==> src/rtl/alu_arbiter_pkg.sv <==
// alu_arbiter_pkg: opcodes and FSM state encoding shared by the ALU arbiter
package alu_arbiter_pkg;
    localparam logic [1:0] OP_ADD  = 2'b00;
    localparam logic [1:0] OP_NOTB = 2'b01;
    localparam logic [1:0] OP_AND  = 2'b10;
    localparam logic [1:0] OP_OR   = 2'b11;
    typedef enum logic [1:0] {ST_IDLE, ST_EXEC, ST_RESP} state_e;
endpackage

==> src/rtl/alu8_core.sv <==
// alu8_core: combinational add / invert-B / AND / OR with signed overflow on add
module alu8_core
    import alu_arbiter_pkg::*;
#(
    parameter int WIDTH = 8
) (
    input  logic [WIDTH-1:0] a_i,
    input  logic [WIDTH-1:0] b_i,
    input  logic [1:0]       sel_i,
    output logic [WIDTH-1:0] f_o,
    output logic             ovf_o
);
    logic [WIDTH-1:0] sum;
    assign sum = a_i + b_i;
    // overflow only when both operands disagree in sign with the sum
    always_comb begin
        f_o   = sel_i == OP_ADD  ? sum :
                sel_i == OP_NOTB ? ~b_i :
                sel_i == OP_AND  ? a_i & b_i : a_i | b_i;
        ovf_o = (sel_i == OP_ADD) & (a_i[WIDTH-1] ^ sum[WIDTH-1]) & (b_i[WIDTH-1] ^ sum[WIDTH-1]);
    end
endmodule

==> src/rtl/alu_arbiter.sv <==
// alu_arbiter: round-robin sharing of one registered ALU between two requesters
module alu_arbiter
    import alu_arbiter_pkg::*;
#(
    parameter int WIDTH = 8,
    parameter int CNT_W = 8
) (
    input  logic             clk,
    input  logic             rst,
    input  logic [1:0]       req_valid,
    output logic [1:0]       req_ready,
    input  logic [WIDTH-1:0] req0_a,
    input  logic [WIDTH-1:0] req0_b,
    input  logic [1:0]       req0_sel,
    input  logic [WIDTH-1:0] req1_a,
    input  logic [WIDTH-1:0] req1_b,
    input  logic [1:0]       req1_sel,
    output logic             rsp_valid,
    input  logic             rsp_ready,
    output logic             rsp_id,
    output logic [WIDTH-1:0] rsp_f,
    output logic             rsp_ovf,
    output logic [CNT_W-1:0] ovf_count
);
    state_e           state_q, state_d;
    logic             last_q;
    logic [1:0]       gnt;
    logic [WIDTH-1:0] a_q, b_q, f_q;
    logic [1:0]       sel_q;
    logic             id_q, rid_q, ovf_q;
    logic [CNT_W-1:0] cnt_q;
    logic [WIDTH-1:0] alu_f;
    logic             alu_ovf;

    alu8_core #(.WIDTH(WIDTH)) u_alu (
        .a_i   (a_q),
        .b_i   (b_q),
        .sel_i (sel_q),
        .f_o   (alu_f),
        .ovf_o (alu_ovf)
    );

    // grant only in IDLE; on a tie the requester not granted last time wins
    always_comb begin
        gnt     = 2'b00;
        state_d = state_q;
        if (state_q == ST_IDLE)
            gnt = req_valid == 2'b11 ? (last_q ? 2'b01 : 2'b10) : req_valid;
        state_d = state_q == ST_IDLE ? (|gnt ? ST_EXEC : ST_IDLE) :
                  state_q == ST_EXEC ? ST_RESP :
                  rsp_ready ? ST_IDLE : ST_RESP;
    end

    // operand capture on grant, result capture in EXEC, saturating overflow count
    always_ff @(posedge clk) begin
        if (rst) begin
            state_q <= ST_IDLE;
            last_q  <= 1'b1;
            a_q     <= '0;
            b_q     <= '0;
            sel_q   <= '0;
            id_q    <= 1'b0;
            f_q     <= '0;
            ovf_q   <= 1'b0;
            rid_q   <= 1'b0;
            cnt_q   <= '0;
        end else begin
            state_q <= state_d;
            if (|gnt) begin
                a_q    <= gnt[1] ? req1_a : req0_a;
                b_q    <= gnt[1] ? req1_b : req0_b;
                sel_q  <= gnt[1] ? req1_sel : req0_sel;
                id_q   <= gnt[1];
                last_q <= gnt[1];
            end
            if (state_q == ST_EXEC) begin
                f_q   <= alu_f;
                ovf_q <= alu_ovf;
                rid_q <= id_q;
                if (alu_ovf && !(&cnt_q))
                    cnt_q <= cnt_q + 1'b1;
            end
        end
    end

    assign req_ready = gnt;
    assign rsp_valid = state_q == ST_RESP;
    assign rsp_id    = rid_q;
    assign rsp_f     = f_q;
    assign rsp_ovf   = ovf_q;
    assign ovf_count = cnt_q;
endmodule
==> config.mk <==
export PLATFORM = sky130hd
export DESIGN_NAME = alu_arbiter
export DESIGN_NICKNAME = d
export VERILOG_FILES = /design/src/rtl/alu_arbiter_pkg.sv /design/src/rtl/alu8_core.sv /design/src/rtl/alu_arbiter.sv
export SDC_FILE = /design/constraint.sdc
export NUM_CORES = 1
export LEC_CHECK = 0
export CAP_MARGIN = 5
export CORE_ASPECT_RATIO = 1.75
export CORE_MARGIN = 4
export CORE_UTILIZATION = 35
export CTS_BUF_LIST = sky130_fd_sc_hd__clkbuf_4 sky130_fd_sc_hd__clkbuf_8
export DETAILED_ROUTE_END_ITERATION = 8
export SLEW_MARGIN = 0
export SYNTH_ARGS = -nofsm -noshare
export SYNTH_HDL_FRONTEND = slang
export SYNTH_HIERARCHICAL = 1
export SYNTH_SLANG_ARGS = --single-unit
export TNS_END_PERCENT = 50
==> constraint.sdc <==
create_clock -name clk -period 3.7 [get_ports clk]
set_input_delay 0.37 -clock clk [delete_from_list [all_inputs] [get_ports clk]]
set_output_delay 0.37 -clock clk [all_outputs]
set_load 0.1 [all_outputs]
After elaboration in Yosys (flattened, before gate mapping)
Index checks and enable logic that the tools add are counted.

operators by class
  reductions and logical operators = 7
  bitwise operators = 7
  add/subtract/negate cells = 2
  equality and inequality tests = 5
  multiplexer cells = 13

operators with widths
  operator                                                          count
  8-bit two-way mux                                                 5
  2-bit two-way mux                                                 7
  8-bit by 1-bit adder with 8-bit output (second input constant)    1
  8-bit adder                                                       1
  8-bit AND                                                         1
  8-bit NOT                                                         1
  8-bit bitwise OR                                                  1
  8-bit AND reduction                                               1
  2-bit == test (second input constant)                             3
  2-bit by 1-bit == test with 1-bit output (second input constant)  2
  2-bit zero test                                                   2
  1-bit AND                                                         2
  2-bit AND reduction                                               1
  2-bit OR reduction                                                1
  1-bit XOR                                                         2
  1-bit logical AND                                                 1
  1-bit zero test                                                   1
  1-bit two-way mux                                                 1

storage, ports and cells
  register bits after elaboration = 40
  bits of input ports = 41
  output and inout port bits = 21

Longest topological paths before layout
Gate-level depths: netlist (run 1).

  depth in word-level cells = 6
  depth in mapped cells = 10

Cells and area by module
The synthesis (run 1) kept the hierarchy.

by module, submodules not included
  module       times used  cells an instance  area each (µm²)
  alu_arbiter  1           218                1,793.0
  alu8_core    1           97                 744.5

Least setup slack after synthesis (run 1)
OpenSTA, ideal clock, no wires.

  path type = reg2reg
  from = register a_q[1]
  to = register cnt_q[0] (netlist: ovf_count[0])
  clock period less this slack = 2.160 ns
  path slack = 1.540 ns
  arrival time = 2.036 ns
  cell stages (with the launch flop) = 11
  required time = 3.577 ns
  buffers on the path = 0
  setup time = 0.123 ns
  cell sequence = dfxtp_1 inv_1 ha_1 a211oi_2 o21ai_1 a41oi_2 o21ai_0 nand2b_1 nand3b_1 a21oi_2 mux2_1

on the way
  word-level cells in the longest chain between the ends = 6
  elaborated cells between the ends (all ways) = 7
  classes of those cells = 1 x add/sub; 4 x bitwise; 2 x reduce/logical

RTL lines
  what                               RTL line           RTL
  start: declaration                 alu_arbiter.sv:28  logic [WIDTH-1:0] a_q, b_q, f_q;
  start signal: assignment           alu_arbiter.sv:70  a_q <= gnt[1] ? req1_a : req0_a;
  8-bit adder (*)                    alu8_core.sv:14    assign sum = a_i + b_i;
  1-bit XOR                          alu8_core.sv:20    ovf_o = (sel_i == OP_ADD) & (a_i[WIDTH-1] ^ sum[WIDTH-1]) & (b_i[WIDTH-1] ^ sum[WIDTH-1]);
  1-bit AND                          alu8_core.sv:20
  1-bit AND (*)                      alu8_core.sv:20
  named net alu_ovf                  alu_arbiter.sv:33  logic alu_ovf;
  1-bit logical AND (*)              alu_arbiter.sv:80  if (alu_ovf && !(&cnt_q))
  2-bit AND reduction (no line) (*)  --
  end signal: assignment             alu_arbiter.sv:81  cnt_q <= cnt_q + 1'b1;
  end: declaration                   alu_arbiter.sv:31  logic [CNT_W-1:0] cnt_q;

Mark *: on every way through the listed nets, which the timed path passes. The rest lies on a longest branch.
A chain may end at the register's enable or synchronous reset.

Worst setup path in the final report (run 1)
  from = register state_q[1]
  to = output port rsp_valid

on the way
  word-level cells in the longest chain between the ends = 1

RTL lines
  what                      RTL line           RTL
  start: declaration        alu_arbiter.sv:25  state_e state_q, state_d;
  start signal: assignment  alu_arbiter.sv:68  state_q <= state_d;
  2-bit == test             alu_arbiter.sv:87  assign rsp_valid = state_q == ST_RESP;
  end: declaration          alu_arbiter.sv:18  output logic rsp_valid,

Every way passes these cells.

==> results of run 1 <==
## worst min-delay path: stages (launching register included)
cell	delay [ns]
dfxtp_1	0.31
nand2_1	0.05
a21oi_1	0.05
## layout by cell type (no fill, tap or decap), types with 7 or more instances in the layout
cell type and count:
a21oi_1 18, a31oi_1 20, clkdlybuf4s50_1 59, dfxtp_1 40, ha_1 17, inv_1 23
nand2_1 30, nand3_1 39, nor2_1 9, nor2b_1 7, o21ai_0 10, o21ai_1 18
## registers in the layout, indices dropped and copies added (netlist names)
register,flops
sel_q,2
last_q,1
a_q,8
ovf_count,8
rsp_ovf,1
state_q,2
rsp_f,8
b_q,8
id_q,1
rsp_id,1
## per-layer routing
layer  GRT usage  part of all wire  vias up
met5           0                 0        -
met4     0.06706             0.026        0
met3     0.01913             0.023       11
met2      0.3390              0.56       54
met1      0.1846              0.39     1173
li1            -                 -     1224
## cells by family after synthesis
kind of cell             share of synthesized area
AO/OA/AOI/OAI                               0.2086
AND/OR/NAND/NOR                             0.2401
buffers and inverters                      0.08185
flip-flops                                  0.3156
adder cells (fa/ha/maj)                    0.09171
multiplexers                               0.04832
XOR/XNOR                                   0.01381
## final cells by class
cell class              count  area [um^2]
multi-input cells         230         1529
inverters                  23        86.33
repair buffers             65        635.6
flip-flops and latches     40        800.8
clock buffers               7        90.09
fillers                   712         3702
well taps                  84        105.1
clock inverters             1        7.507
## report_power, final
| part | switching, W | internal (W) |
|---|---|---|
| Clock | 0.000155 | 0.000159 |
| Sequential | 0.0000419 | 0.000464 |
| Combinational | 0.000251 | 0.000160 |
| Total | 0.000449 | 0.000783 |
## through the flow
stage | total power, W | utilization
final | 0.001232 | 0.4678
after global placement | 0.0009260 | 0.4538
after global routing | 0.001300 | 0.4678
after detailed placement | 0.0009287 | 0.4538
after floorplan | 0.0008038 | -
after CTS | 0.001242 | 0.4678
## path summary, 6_finish.rpt
check,end,slack [ns],start
worst max-delay path,rsp_valid,1.16,state_q[1]$_SDFF_PP0_
worst min-delay path,rsp_f[5]$_SDFFE_PP0N_,0.46,rsp_f[5]$_SDFFE_PP0N_
worst max register to register,ovf_count[0]$_SDFFE_PP0P_,1.26,b_q[1]$_SDFFE_PP0P_
worst min register to register,rsp_f[5]$_SDFFE_PP0N_,0.46,rsp_f[5]$_SDFFE_PP0N_
==> results.md, run 1 <==
- The flow ran to the end, and the final reports show no timing, DRC or antenna violations.
- The initialized floorplan defines 40 standard-cell rows.
- The cell at the slowest stage of the critical path is clkdlybuf4s50_1.
- The total DRC errors in the routed layout is 0.
- The largest net degree at the start of global routing is 26.
- The kind of cell adding the most delay to the critical path is buffers and inverters.
- The final-report max-slew violation count was 0.
- The worst reg-to-reg path cell count is 10.
- The count of cells along the worst hold path is 2.
- The number of nets with antenna violations after detailed routing is 0.
- The area growth from synthesis to layout is 28.25%.
- Counting every net in the synthesized netlist gives about 370.
- The number of gates resized after CTS is 0.
- The cell area that synthesis handed to floorplanning was between 2000 and 3000 um^2.
- 0 antenna diodes ended up in the layout.
- Synthesis handed over a netlist of roughly 320 instances.
- The area enclosed by the die boundary is a little under 9000 um^2.
- By area the synthesized netlist is led by dfxtp_1 32%, ha_1 8.4%, nand3_1 7.7%.
- The total area inside the core boundary comes to 6957 um^2.
- The hold violation total from the final report is 0.
- The worst-case vdd ir drop is ~0.00028 V.
- Setup total negative slack on the finished layout was measured at 0 ns.
- The average instance in the mapped netlist occupies about 8.1 um^2.
- The number of post-CTS setup repair buffers is 0.
- For this design the top-level I/O count stands at 62.
- Clock-pin slew was measured on the worst setup and hold paths at about 0.08 ns.
- The number of synthesized register bits is 40.
- Before CTS, the worst setup slack after placement is about 1.3 ns.
- The y dimension of the die is between 100 and 150 um.
- The endpoint arrival time on the critical path is about 2.2 ns.
- The placed instances occupy a cell area of about 3200 um^2.
- In this run the static leakage power is ~1.2 nW.
- The biggest area consumer among synthesized cells is dfxtp_1.
- The total instance count after detailed placement is roughly 440.
- The DRC violation total after the first TritonRoute iteration is approximately 120.
- The number of vias after detailed routing is around 2,500.
- On the worst path, the slowest cell contributes a delay of between 1 and 1.5 ns.
- The starting density of the core is 0.3647.
- Setup repair after global routing left no endpoint under its margin.
- The clock network latency to the later pin of the worst-skew pair is a little under 0.3 ns.
- The number of buffers on the longest clock path is 2.
- The commonest cells after synthesis are 40 x dfxtp_1, 39 x nand3_1, 30 x nand2_1.
- The TritonCTS clock tree is done.
- For the final database, setup skew stands at around 0.011 ns.
- The final routed wire length divided by cell count is ~17 um.
- In the synthesized netlist the dominant register cell turns out to be dfxtp_1.
- The number of buffer cells added on primary ports is between 60 and 70.
- The sequential-to-total area share from yosys stat is 0.3156.
- Using the TritonRoute via totals, the vias-per-cell ratio works out to between 5 and 6.
- The total overflow left after global routing is 0.
- Dividing the final minimum period by the clock period gives 0.6860.
- Hold timing on the final database bottoms out at a slack of 0.4566 ns.
- The number of antenna violations at the first check in global routing came to 0.
- Counting both buffers and inverters, the worst setup path holds a total of 1.
- For the worst setup path, the data required time is roughly 3.3 ns.
- The worst path setup slack after routing is 1.162 ns.
- In the final design database the tool counted 424 nets.
- The wire length reported by the detailed router is approximately 7.4 mm.
- The congestion estimate from routability-driven global placement came to 0.8865.
- Clock tree synthesis selected as its root buffer the cell clkbuf_8.
- The via count of the first global-routing pass is approximately 2,500.
- The type of destination of the critical path is a primary output.
- Among all cell types in the netlist, the one instantiated most often is dfxtp_1.
- The x dimension of the die is between 70 and 80 um.
- The total routing resource utilization after global routing is 0.1750.
- The total of endpoints with negative setup slack in the final report is 0.
- For this run, the number of standard cells in the final layout without fillers is between 400 and 500.
- The type of the worst min-delay path is flip-flop to flip-flop.
- The count of flip-flops with a built-in enable after synthesis is 0.
- The total CTS buffers is 5.
- The tree built by TritonCTS fans out to 40 sinks.
- The power density of the placed cells is about 380 nW/um^2.
- The cts-stage hold buffer count is 0.
- The async set-or-reset flop fraction in the synthesized netlist is 0.
- The number of warnings printed during yosys synthesis is 6.
- The kind of critical path is flip-flop to primary output.
- In this run the number of cells on the critical path is 2.
- The layout cell share with drive strength beyond 1 is 0.07923.
- Max-cap violations in this run came to 0.
- STA classifies the critical path startpoint as a flip-flop.
- For the pin with the worst max-slew slack, the measured transition is roughly 1 ns.
- After routing the design area is between 3000 and 4000 um^2.
- The maximum fanout along the worst path is 10.
- Traced cell by cell, the critical path runs through nor2b_1 > clkdlybuf4s50_1.
- In this run the number of H-tree levels came out at 2.
- After synthesis, the netlist uses 53 different library cells.
- The area share of the leading cell type in the synthesized netlist is 0.3156.
- The highest attainable clock frequency is slightly below 400 MHz.
- The first global-routing pass estimated between 10 and 15 mm of wire.
- The routed design could run at a clock period as short as around 2.5 ns.
- The half-perimeter wire length after detailed placement is between 5 and 6 mm.
- The worst-case headroom to the max-slew limit is 0.3318.
- The first detailed-routing pass took 4 iterations.
Power figures use the tool's default switching activity.
==> inputs of run 2 (changes only) <==
==> constraint.sdc (replaced) <==
create_clock -name clk -period 2.4 [get_ports clk]
set_input_delay 0.24 -clock clk [delete_from_list [all_inputs] [get_ports clk]]
set_output_delay 0.24 -clock clk [all_outputs]
set_load 0.1 [all_outputs]
==> results.md, run 2 (synthesis gave the netlist of run 1 again) <==
- The power density of the placed cells is 614.1 nW/um^2 (was 378.5 nW/um^2).
- The TritonCTS clock tree is done (unchanged).
- The type of the worst min-delay path is flip-flop to flip-flop (unchanged).
- The area growth from synthesis to layout is 33.33% (was 28.25%).
- The hold violation total from the final report was 0 (unchanged).
- The total leakage power came to 1.331 nW (was 1.190 nW).
- The number of antenna diodes is 0 (unchanged).
- The layout cell share with drive strength beyond 1 is 0.1759 (was 0.07923).
- The via count of the first global-routing pass is 2,566 (was 2,512).
- The worst path setup slack after routing is 0.1235 ns (was 1.162 ns).
- The endpoint arrival time on the critical path came to 2.48 ns (was 2.17 ns).
- The H-tree level count is 2 (unchanged).
- The post-route clock period utilization is 0.9486.
- The number of non-filler instances in the completed layout is 465 (was 450).
- The wire length reported by the detailed router is 7.560 mm (was 7.441 mm).
- The most common cell after layout, fill and taps aside is clkdlybuf4s50_1 (unchanged).
- The area of the core is 6957 um^2 (unchanged).
- The net count of the finished layout came to 439 (was 424).
- The row count came to 40 (unchanged).
- The clock power share was 0.300 (was 0.255).
- The half-perimeter wire length after detailed placement is 5.926 mm (was 5.687 mm).
- The sum of negative setup slack was 0 ns (unchanged).
- The boundary pin count came to 62 (unchanged).
- The routed length on met1 is 2.829 mm (was 2.928 mm).
- RSZ-0062 raised after global routing: no (unchanged).
- The combinational group share of total power is 0.333 (was 0.334).
- The type of destination of the critical path is a flip-flop (was primary output).
- For this run, the top clock speed supported by timing is between 400 and 500 MHz.
- The worst-case headroom to the max-slew limit is 0.5347 (was 0.3318).
- Run status: completed (unchanged).
- The hold slack is 0.4592 ns (was 0.4566 ns).
- The actual transition at the worst max-transition pin is 0.6965 ns (was 0.9992 ns).
- The clock-pin slew reported for the worst setup and hold paths after clock tree synthesis is 0.08 ns (about the same).
- The maximum fanout along the worst path is 6 (was 10).
- The total power consumption of the routed design is 0.002078 W (was 0.001232 W).
- The x dimension of the die is 72.37 um (unchanged).
- The total grt overflow is 0 (unchanged).
- The total of endpoints with negative setup slack in the final report is 0 (unchanged).
- The number of buffers on the longest clock path was 2 (unchanged).
- The total routing resource utilization after global routing was 0.1795 (was 0.1750).
- The y dimension of the die is 120.6 um (unchanged).
- The final worst clock skew is 0.006229 ns (was 0.01061 ns).
- The first-pass GRT wire length came to 12.19 mm (was 11.96 mm).
- The number of vias after detailed routing came to 2,494 (was 2,462).
- The fraction of power spent switching nets is 0.3449 (was 0.3643).
- The number of buffer cells added on primary ports is 61 (unchanged).
- The final-report max-slew violation count was 0 (unchanged).
- The starting density of the core is 0.3647 (unchanged).
- The worst path needs around 2.3 ns of the cycle, external delays included.
- The largest net degree at the start of global routing is 20 (was 26).
- The kind of critical path was flip-flop to flip-flop (was flip-flop to primary output).
- The met2 wire length came to 4.345 mm (was 4.147 mm).
- The number of clock sinks is 40 (unchanged).
- The root buffer cell was clkbuf_8 (unchanged).
- The final RePlAce weighted congestion is 0.8360 (was 0.8865).
- The number of inserted filler cells in the final layout was 708 (was 712).
- The clock network latency to the later pin of the worst-skew pair is 0.30 ns (was 0.29 ns).
- The endpoint required time on the critical path came to 2.61 ns (was 3.33 ns).
- The number of nets with antenna violations after detailed routing is 0 (unchanged).
- The power share of the sequential group is 0.367 (was 0.411).
- The uppermost layer routed was met4 (unchanged).
- The number of antenna violations at the first check in global routing is 0 (unchanged).
- The reported max-cap violation count came to 0 (unchanged).
- The setup slack after placement is 0.03595 ns (was 1.254 ns).
- The internal power component is 0.001361 W (was 0.0007830 W).
- The nature of the critical path startpoint is a flip-flop (unchanged).
- The wire length on met3 is 180 um (was 171 um).
- The total instance count after detailed placement is 456 (was 442).
- The via density per instance is 5.363 (was 5.471).
- The area enclosed by the die boundary is 8730 um^2 (unchanged).
- The worst-case vdd ir drop is 0.0004518 V (was 0.0002827 V).
- The final routed wire length divided by cell count came to 16.26 um (was 16.54 um).
- The cts-stage hold buffer count came to 0 (unchanged).
- The total CTS buffers is 5 (unchanged).
- The net switching power was 0.0007165 W (was 0.0004486 W).
- Leading cell types in the layout, fill and taps excluded: 40 x clkdlybuf4s50_1, 39 x nand3_1, 38 x dfxtp_1, 38 x buf_4, 30 x nand2_1 (was 59 x clkdlybuf4s50_1, 40 x dfxtp_1, 39 x nand3_1, 30 x nand2_1, 23 x inv_1).
- The DRC violation total after the first TritonRoute iteration is 91 (was 122).
- The total DRC errors in the routed layout is 0 (unchanged).
- The number of optimization iterations in the first detailed-route pass came to 4 (unchanged).
## run 2: changes by cell type in the layout (fill, tap and decap cells not counted), moves of 2 or more
cell             change
buf_4               +32
buf_12               +2
dfxtp_2              +2
clkdlybuf4s50_1     -19
dfxtp_1              -2
## run 2: worst paths after layout
check,start,to,slack [ns],cells after the start
max,a_q[1]$_SDFFE_PP0P_,ovf_count[6]$_SDFFE_PP0P_,0.12,10
max reg2reg,a_q[1]$_SDFFE_PP0P_,ovf_count[6]$_SDFFE_PP0P_,0.12,10
min reg2reg,rsp_f[7]$_SDFFE_PP0N_,rsp_f[7]$_SDFFE_PP0N_,0.46,2
min,rsp_f[7]$_SDFFE_PP0N_,rsp_f[7]$_SDFFE_PP0N_,0.46,2
## run 2: layout make-up
cell class              instances  area, um^2  share of cell area
flip-flops and latches         40       803.3              0.2374
clock inverters                 1       30.03            0.008876
inverters                      23       86.33             0.02552
multi-input cells             230        1536              0.4541
repair buffers                 80       725.7              0.2145
well taps                      84       105.1             0.03107
clock buffers                   7       96.34             0.02848
## run 2: through the flow
| step | instance area [um^2] | util |
|---|---|---|
| 2_1_floorplan | 2537 | - |
| 6_report | 3383 | 0.4863 |
| 3_3_place_gp | 3239 | 0.4656 |
| 3_5_place_dp | 3239 | 0.4656 |
| 5_1_grt | 3383 | 0.4863 |
| 4_1_cts | 3366 | 0.4838 |
## run 2: worst max-delay path, stage by stage (launching register included)
cell	delay (ns)
dfxtp_2	0.35
inv_1	0.07
ha_1	0.32
a211oi_2	0.22
o21ai_1	0.11
a41oi_2	0.20
a21oi_1	0.06
nand2b_1	0.19
and4b_2	0.29
a31o_1	0.21
and3_1	0.17
## run 2: power by group through the flow
stage | logic (W) | clock network (W) | registers (W)
floorplan | 0.000379 | 0 | 0.000860
global placement | 0.000686 | 0 | 0.000776
detailed placement | 0.000691 | 0 | 0.000778
CTS | 0.000693 | 0.000637 | 0.000762
global route | 0.000758 | 0.000661 | 0.000770
finish | 0.000692 | 0.000624 | 0.000762
## run 2: per-layer routing
metal	vias to the layer above	global-route usage
li1	1252	-
met1	1178	0.1869
met2	47	0.3447
met3	17	0.02496
met4	0	0.07294
met5	-	0
## run 2: what timing repair did
item / in CTS / in global routing
gates resized for setup: 0 / 5
endpoints found under the setup margin: 0 / 8
buffers inserted: 0 / 1
hold endpoints to repair: 0 / 0
